## config.mk

```make
export PLATFORM = sky130hd
export DESIGN_NAME = alarm_clock_multi
export DESIGN_NICKNAME = d
export VERILOG_FILES = /design/src/rtl/alarm_clock_multi.sv
export SDC_FILE = /design/constraint.sdc
export NUM_CORES = 1
export LEC_CHECK = 0
export ABC_AREA = 0
export BUFFER_PORTS_ARGS = -buffer_cell sky130_fd_sc_hd__clkbuf_2
export CAP_MARGIN = 0
export CORE_AREA = 2 2 198 200
export CTS_BUF_LIST = sky130_fd_sc_hd__clkbuf_4 sky130_fd_sc_hd__clkbuf_8
export CTS_CLUSTER_DIAMETER = 50
export DETAILED_ROUTE_END_ITERATION = 8
export DIE_AREA = 0 0 200 202
export GPL_TIMING_DRIVEN = 1
export HOLD_SLACK_MARGIN = 0.1
export PLACE_DENSITY = 0.46
export SLEW_MARGIN = 0
export SYNTH_ARGS = -nofsm -noshare
export SYNTH_HDL_FRONTEND = slang
export SYNTH_SLANG_ARGS = --single-unit
```

## constraint.sdc

```tcl
create_clock -name clock -period 4.2 [get_ports clock]
set_input_delay 1.05 -clock clock [delete_from_list [all_inputs] [get_ports clock]]
set_output_delay 1.05 -clock clock [all_outputs]
set_load 0.01 [all_outputs]
```

## src/rtl/alarm_clock_multi.sv

```systemverilog
// Alarm clock core: 24 h time counter, NUM_ALARMS alarm slots, ring/snooze FSM
// and display mux, all on one clock with tick_sec/tick_adj enables.
module alarm_clock_multi #(
    parameter  int NUM_ALARMS = 4,
    parameter  int RING_SECS  = 10,
    parameter  int SNOOZE_MIN = 5,
    localparam int AW         = (NUM_ALARMS > 1) ? $clog2(NUM_ALARMS) : 1
) (
    input  logic                  clock,
    input  logic                  rst,
    input  logic                  tick_sec,
    input  logic                  tick_adj,
    input  logic [1:0]            mode,
    input  logic [AW-1:0]         alarm_sel,
    input  logic [5:0]            adjustline,
    input  logic [NUM_ALARMS-1:0] alarm_en,
    input  logic                  snooze,
    input  logic                  dismiss,
    output logic [7:0]            hour,
    output logic [7:0]            minute,
    output logic [7:0]            second,
    output logic [7:0]            dis_hour,
    output logic [7:0]            dis_min,
    output logic [7:0]            dis_sec,
    output logic                  ringing,
    output logic [AW-1:0]         ring_id,
    output logic                  adjusting,
    output logic                  setting
);
    typedef enum logic [1:0] {IDLE, RING, SNOOZE} state_e;

    function automatic logic [7:0] edit_hour(input logic [7:0] h, input logic tens,
                                             input logic units);
        logic [7:0] r;
        r = h;
        if (tens) begin
            if (h < 8'd14)      r = h + 8'd10;
            else if (h < 8'd20) r = h - 8'd10;
            else                r = h - 8'd20;
        end else if (units) begin
            r = (h == 8'd23) ? 8'd0 : h + 8'd1;
        end
        return r;
    endfunction

    function automatic logic [7:0] edit_ms(input logic [7:0] v, input logic tens,
                                           input logic units);
        logic [7:0] r;
        r = v;
        if (tens)       r = (v >= 8'd50) ? v - 8'd50 : v + 8'd10;
        else if (units) r = (v == 8'd59) ? 8'd0 : v + 8'd1;
        return r;
    endfunction

    logic [7:0]                 hour_q, hour_d, min_q, min_d, sec_q, sec_d;
    logic [NUM_ALARMS-1:0][7:0] al_hour_q, al_hour_d, al_min_q, al_min_d, al_sec_q, al_sec_d;
    logic [7:0]                 tgt_hour_q, tgt_hour_d, tgt_min_q, tgt_min_d, tgt_sec_q, tgt_sec_d;
    logic [7:0]                 ring_cnt_q, ring_cnt_d;
    logic [AW-1:0]              ring_id_q, ring_id_d;
    state_e                     state_q, state_d;
    logic                       chk_q, chk_d;

    logic          mode_adj, mode_set, mode_run, sel_ok, match_ok, hit;
    logic [AW-1:0] hit_id;
    logic [7:0]    snz_min_sum;

    assign mode_adj = (mode == 2'b01);
    assign mode_set = (mode == 2'b10);
    assign mode_run = !mode_adj && !mode_set;
    assign sel_ok   = (32'(alarm_sel) < NUM_ALARMS);
    // chk_q marks the cycle right after a tick_sec update; matches are only taken then
    assign chk_d    = tick_sec && !mode_adj;
    assign match_ok = chk_q && mode_run;

    always_comb begin
        hour_d    = hour_q;
        min_d     = min_q;
        sec_d     = sec_q;
        al_hour_d = al_hour_q;
        al_min_d  = al_min_q;
        al_sec_d  = al_sec_q;
        if (mode_adj) begin
            if (tick_adj) begin
                hour_d = edit_hour(hour_q, adjustline[5], adjustline[4]);
                min_d  = edit_ms(min_q, adjustline[3], adjustline[2]);
                sec_d  = edit_ms(sec_q, adjustline[1], adjustline[0]);
            end
        end else if (tick_sec) begin
            if (sec_q == 8'd59) begin
                sec_d = 8'd0;
                if (min_q == 8'd59) begin
                    min_d  = 8'd0;
                    hour_d = (hour_q == 8'd23) ? 8'd0 : hour_q + 8'd1;
                end else begin
                    min_d = min_q + 8'd1;
                end
            end else begin
                sec_d = sec_q + 8'd1;
            end
        end
        if (mode_set && tick_adj && sel_ok) begin
            al_hour_d[alarm_sel] = edit_hour(al_hour_q[alarm_sel], adjustline[5], adjustline[4]);
            al_min_d[alarm_sel]  = edit_ms(al_min_q[alarm_sel], adjustline[3], adjustline[2]);
            al_sec_d[alarm_sel]  = edit_ms(al_sec_q[alarm_sel], adjustline[1], adjustline[0]);
        end
    end

    // Scan high to low so the lowest matching slot is the one left standing
    always_comb begin
        hit    = 1'b0;
        hit_id = '0;
        for (int k = NUM_ALARMS - 1; k >= 0; k--) begin
            if (alarm_en[k] && al_hour_q[k] == hour_q && al_min_q[k] == min_q &&
                al_sec_q[k] == sec_q) begin
                hit    = 1'b1;
                hit_id = AW'(k);
            end
        end
    end

    always_comb begin
        state_d     = state_q;
        ring_cnt_d  = ring_cnt_q;
        ring_id_d   = ring_id_q;
        tgt_hour_d  = tgt_hour_q;
        tgt_min_d   = tgt_min_q;
        tgt_sec_d   = tgt_sec_q;
        snz_min_sum = min_q + 8'(SNOOZE_MIN);
        if (mode_adj) begin
            state_d = IDLE;
        end else begin
            case (state_q)
                IDLE: begin
                    if (match_ok && hit) begin
                        state_d    = RING;
                        ring_id_d  = hit_id;
                        ring_cnt_d = 8'd0;
                    end
                end
                RING: begin
                    if (dismiss) begin
                        state_d = IDLE;
                    end else if (snooze) begin
                        state_d   = SNOOZE;
                        tgt_sec_d = sec_q;
                        if (snz_min_sum >= 8'd60) begin
                            tgt_min_d  = snz_min_sum - 8'd60;
                            tgt_hour_d = (hour_q == 8'd23) ? 8'd0 : hour_q + 8'd1;
                        end else begin
                            tgt_min_d  = snz_min_sum;
                            tgt_hour_d = hour_q;
                        end
                    end else if (tick_sec) begin
                        ring_cnt_d = ring_cnt_q + 8'd1;
                        if (ring_cnt_q + 8'd1 == 8'(RING_SECS)) state_d = IDLE;
                    end
                end
                SNOOZE: begin
                    if (dismiss || !alarm_en[ring_id_q]) begin
                        state_d = IDLE;
                    end else if (match_ok && hour_q == tgt_hour_q && min_q == tgt_min_q &&
                                 sec_q == tgt_sec_q) begin
                        state_d    = RING;
                        ring_cnt_d = 8'd0;
                    end
                end
                default: state_d = IDLE;
            endcase
        end
    end

    always_ff @(posedge clock) begin
        if (!rst) begin
            hour_q     <= '0;
            min_q      <= '0;
            sec_q      <= '0;
            al_hour_q  <= '0;
            al_min_q   <= '0;
            al_sec_q   <= '0;
            tgt_hour_q <= '0;
            tgt_min_q  <= '0;
            tgt_sec_q  <= '0;
            ring_cnt_q <= '0;
            ring_id_q  <= '0;
            state_q    <= IDLE;
            chk_q      <= 1'b0;
        end else begin
            hour_q     <= hour_d;
            min_q      <= min_d;
            sec_q      <= sec_d;
            al_hour_q  <= al_hour_d;
            al_min_q   <= al_min_d;
            al_sec_q   <= al_sec_d;
            tgt_hour_q <= tgt_hour_d;
            tgt_min_q  <= tgt_min_d;
            tgt_sec_q  <= tgt_sec_d;
            ring_cnt_q <= ring_cnt_d;
            ring_id_q  <= ring_id_d;
            state_q    <= state_d;
            chk_q      <= chk_d;
        end
    end

    always_comb begin
        dis_hour = hour_q;
        dis_min  = min_q;
        dis_sec  = sec_q;
        if (mode_set) begin
            dis_hour = sel_ok ? al_hour_q[alarm_sel] : 8'd0;
            dis_min  = sel_ok ? al_min_q[alarm_sel]  : 8'd0;
            dis_sec  = sel_ok ? al_sec_q[alarm_sel]  : 8'd0;
        end
    end

    assign hour      = hour_q;
    assign minute    = min_q;
    assign second    = sec_q;
    assign ringing   = (state_q == RING);
    assign ring_id   = ring_id_q;
    assign adjusting = mode_adj;
    assign setting   = mode_set;
endmodule

```

== After elaboration in Yosys (flattened, before gate mapping) ==
Cells that the tools add are included.

* Memories kept: 0
* Input port bits: 20
* Register bits: 157
* Memory bits (writable): 0
* ROM bits: 0
* Logic and storage cells: 219
* Bits in latches: 0

* Equal/unequal tests: 39
* Muxes and demuxes: 82
* $mul: 0
* Bitwise logic cells: 3
* Shift-type cells: 0
* $lt $le $gt $ge: 12
* Div/mod/pow operators: 0
* Reduce and logical (&&, ||, !) cells: 38
* Add/sub/neg operators: 23

{| class="wikitable"
|+ Operator list
! kind !! number
|-
| $mux 8 || 56
|-
| $eq 8x8->1 || 15
|-
| $bwmux 32 || 3
|-
| $add 8x1->8 const B || 7
|-
| $add 8x4->8 const B || 6
|-
| $bmux 8 s2 || 3
|-
| $ge 8x6->1 const B || 5
|-
| $sub 8x6->8 const B || 5
|-
| $eq 8x6->1 const B || 4
|-
| $pmux 8 s3 || 1
|-
| $mux 2 || 11
|-
| $logic_and 1x1->1 || 21
|-
| $demux 8 s2 || 1
|-
| $eq 8x5->1 const B || 2
|-
| $lt 8x4->1 const B || 2
|-
| $lt 8x5->1 const B || 2
|-
| $sub 8x4->8 const B || 2
|-
| $sub 8x5->8 const B || 2
|-
| $ne 2x2->1 const B || 7
|-
| $ne 3x3->1 const B || 4
|-
| $reduce_and 4->1 || 3
|-
| $add 8x3->8 const B || 1
|-
| $eq 8x4->1 const B || 1
|-
| $reduce_and 8->1 || 1
|-
| other kinds (18) || 32
|}

== Longest topological paths before layout ==
* Depth after elaboration: 11
* Depth in mapped cells: 14
* Gate-level depth less buffers: 10

== Least setup slack after synthesis ==
OpenSTA, ideal clock, no wires.

* Path kind: input-to-reg
* Start point: in alarm_sel[0]
* End point: reg al_hour_q[2] in the netlist's numbering
* Setup slack: 0.588 ns
* Library setup time: 0.132 ns
* Arrival: 3.479 ns
* Stages: 14
* Buffers on the path: 4
* Cells stage by stage: buf_6 -> buf_12 -> buf_12 -> mux4_1 -> buf_2 -> inv_1 -> ha_1 -> inv_1 -> a21oi_2 -> nor3b_2 -> mux2i_1 -> mux2_2 -> a22oi_2 -> a21oi_1

* Word-level cells in the longest chain between the ends: 8

{| class="wikitable"
|+ Ends and longest elaborated chain
! element !! line !! source
|-
| start, declared || 14 || <nowiki>input logic [AW-1:0] alarm_sel,</nowiki>
|-
| $bmux 8 s2 || 102 || <nowiki>al_hour_d[alarm_sel] = edit_hour(al_hour_q[alarm_sel], adjustline[5], adjustline[4]);</nowiki>
|-
| $mux 8 (implied by the code) || 102 ||
|-
| $add 8x1->8, or another cell as far along || 41 || <nowiki>r = (h == 8'd23) ? 8'd0 : h + 8'd1;</nowiki>
|-
| $mux 8 (on tied branches) || 41, 38 ||
|-
| $mux 8 (on tied branches) || 40, 37 ||
|-
| $mux 8 || 36 || <nowiki>if (tens) begin</nowiki>
|-
| $mux 8 || 101 || <nowiki>if (mode_set && tick_adj && sel_ok) begin</nowiki>
|-
| $bwmux 32 (*) || 102 ||
|-
| end signal, assigned || 191 || <nowiki>al_hour_q <= al_hour_d;</nowiki>
|-
| end, declared || 56 || <nowiki>logic [NUM_ALARMS-1:0][7:0] al_hour_q, al_hour_d, al_min_q, al_min_d, al_sec_q, al_sec_d;</nowiki>
|}

Every way passes the cells marked *; elsewhere a longest branch is shown, timed or not. The select of a mux whose other input is x is not followed.
A chain may end at the register's enable or synchronous reset.

== Worst setup path in the final report ==
* Start point: in alarm_sel[0]
* End point: out dis_sec[2]

* Word-level cells in the longest chain between the ends: 3

{| class="wikitable"
|+ Ends and longest elaborated chain
! element !! line !! source
|-
| $bmux 8 s2 || 211 || <nowiki>dis_sec = sel_ok ? al_sec_q[alarm_sel] : 8'd0;</nowiki>
|-
| $mux 8 (implied by the code) || 211 ||
|-
| $mux 8 || 208 || <nowiki>if (mode_set) begin</nowiki>
|-
| end, declared || 24 || <nowiki>output logic [7:0] dis_sec,</nowiki>
|}

Every way passes these cells. The select of a mux whose other input is x is not followed.

==> out/results.tsv <==
metric	value	unit
remaining_drc_errors	0	
ys_ff_latch	157	
power.leakage	4.88	nW
switching_share	0.307	
pre_cts_slack	0.225	ns
fin_skew	0.0148	ns
async_reset_ff_frac	0	
wl_per_cell	20.8	um
synth_fa_ha_area_frac	0.0470	
max-cap-violations	0	
coreArea	38300	um^2
cts-resized-gates	0	
peakVddDrop	0.206	mV
drt-pass1-iter-count	6	
routed_wl	41200	um
final_util	0.328	
grt_pass1_vias	9936	
area_delta_synth_final	11.4	%
grtUsageTotal	0.206	
yosys_warnings	0	
clk_pin_slew	0.09	ns
holdWs	0.467	ns
grt_antenna_before_repair	0	
max-slew-margin-rel	0.411	
cts_buffers	17	
synth_cell_types	82	
cts_hold_buf	0	
clock_path_buffers	2	
fp.dieW	200	um
most-common-layout-cells	dfxtp_1 (157), nand2_1 (155), a21oi_1 (117), o21ai_0 (117), nor2_1 (101)	
synthCells	1431	
layout_commonest_cell	dfxtp_1	
rows	72	
dp.cells	1953	
period_share	0.911	
gp_congestion	0.882	
fmax	261	MHz
grt-ovfl-total	0	
rsz0062_at_grt	false	
die_area	40400	um^2
post_drt_via_cell_ratio	5.40	
grt_pass1_wl	63100	um
comb_power_share	0.151	
synth_area	11300	um^2
fin_nets	1514	
port_buffers	72	
min_period	3.82	ns
hold_viol_final	0	
fin_area	12600	um^2
initial_core_util	0.295	
vias	10700	
critPathLaunchType	input pin	
antenna_cells	0	
r2r_end	ring_cnt_q[3]	
setup-tns-final	0	ns
cts_setup_buffers	0	
synth_xor_area_frac	0.119	
hold_path.class	reg -> reg	
first_iter_violations	796	
worstMarginPinSlew	0.883	ns
synth_edf_count	0	
path_class	in -> out	
grt_max_degree	97	
synth_top_family_by_area	compound AO/OA/AOI/OAI gates	
status	finished, final reports clean	
setup_viol	0	
min_from	tgt_min_q[5]	
nFillCells	4096	
total_power	3.18	mW
synth_compound_area_frac	0.220	
r2r_slack	1.04	ns
cts_root_buf	clkbuf_8	
path_max_fanout	12	
synth_ff_type	dfxtp_1	
r2r_start	minute[3]	
syn-num-nets	1491	
clk_latency	0.47	ns
hold_path_end	tgt_min_q[5]	
cts_num_sinks	157	
powerDensity	253	nW/um^2
seq_area_frac_synth	0.278	
final_antenna_net_count	0	
dp_hpwl	30300	um
placed_area	12200	um^2
endpoint_kind	output pin	
yosys.area_share.simple	0.197	
min_path_cells	2	
p_clk_frac	0.363	
p_int	2.20	mW
die_h	202	um
drv_slew	0	
critPathRequiredTime	3.15	ns
cts_tree	built	
ff2ff_path_depth	7	
arrival	2.77	ns
layout_setup_ws	0.375	ns
drive_above_1_share	0.146	
io_pins	73	
fin_cells	1985	
syn_avg_cell_area	7.89	um^2
muxShareOfSynthArea	0.0769	
netSwitchingPower	0.977	mW
sequentialPowerShare	0.486	
htree_levels	4	
==> cells in the mapped netlist, types with 6 or more instances <==
cell type  number  share of area
mux4_2         20          0.040
a21boi_0        9         0.0060
o211ai_1        6         0.0040
nor2b_1         9         0.0050
buf_1           7         0.0023
nor4_1         23          0.013
o22ai_1        18          0.010
o221ai_1        7         0.0054
inv_1          50          0.017
a31oi_1        10         0.0055
nand2_1       155          0.052
ha_1           40          0.044
nand2b_1        7         0.0039
o211a_1         9         0.0080
nor2_1        102          0.034
buf_2          19         0.0084
xor2_1         72          0.056
a21oi_1       117          0.052
o21a_1          6         0.0040
o21ai_0       117          0.052
mux2i_1        16          0.014
xnor2_1        81          0.063
nand4_1        31          0.017
a221oi_1        6         0.0047
clkbuf_1       85          0.028
mux2_2         10          0.010
nor3_1         32          0.014
o21ai_1         9         0.0040
a211oi_1       23          0.015
dfxtp_1       157           0.28
or3_1          16         0.0089
and2_1         15         0.0083
nand3_1        38          0.017
or2_2           6         0.0033
==> kinds of logic after synthesis <==
kind of cell	after synthesis
muxes	52
adders and majority gates	43
and+or+nand+nor	461
AOI/OAI and AO/OA	399
xor gates and xnor gates	153
DFF	157
buffers and inverters	166
==> final cells by class <==
cell class | instances | area [um^2] | area share
multi-input cells | 1108 | 7460 | 0.593
repair buffers | 120 | 748 | 0.0595
clock inverters | 12 | 111 | 0.00885
clock buffers | 20 | 275 | 0.0219
well taps | 518 | 648 | 0.0515
inverters | 50 | 188 | 0.0149
flip-flops and latches | 157 | 3140 | 0.250
==> sequential cells by signal, indices dropped and copies added, names as in the netlist, 2 cells and up <==
signal,cells
al_sec_q,32
al_min_q,32
state_q,2
ring_id,2
tgt_min_q,8
tgt_hour_q,8
ring_cnt_q,8
hour,8
tgt_sec_q,8
second,8
al_hour_q,32
minute,8
==> worst max-delay path, stage by stage <==
cell	delay (ns)
clkbuf_2	0.33
buf_4	0.33
mux4_2	0.66
nand2_1	0.15
o21ai_0	0.09
clkbuf_2	0.15
==> worst max-delay path by stage <==
stage              endpoint  slack, ns    startpoint  cells past startpoint
2_1_floorplan  al_hour_q[2]       0.59  alarm_sel[0]                     14
4_1_cts          dis_sec[2]       0.36  alarm_sel[0]                      6
5_1_grt          dis_min[2]       0.25  alarm_sel[0]                      6
6_report         dis_sec[2]       0.38  alarm_sel[0]                      6
3_5_place_dp    al_min_q[5]       0.23  alarm_sel[0]                     10
3_3_place_gp    al_min_q[5]       0.33  alarm_sel[0]                     10
==> per-layer routing <==
layer | vias up | share of wire | routed length, um | global-route usage
li1 | 5176 | - | - | -
met1 | 5176 | 0.49 | 20100 | 0.304
met2 | 331 | 0.44 | 18300 | 0.312
met3 | 38 | 0.054 | 2210 | 0.0317
met4 | 0 | 0.016 | 680 | 0.0476
met5 | - | 0 | 0 | 0
==> power by group through the flow <==
stage | Sequential [mW] | Combinational, mW | Clock [mW]
floorplan | 1.57 | 0.319 | 0
global placement | 1.58 | 0.476 | 0
detailed placement | 1.58 | 0.477 | 0
CTS | 1.54 | 0.479 | 1.18
global route | 1.55 | 0.523 | 1.24
finish | 1.54 | 0.481 | 1.15
No activity file was read; power rests on OpenSTA's default activity.
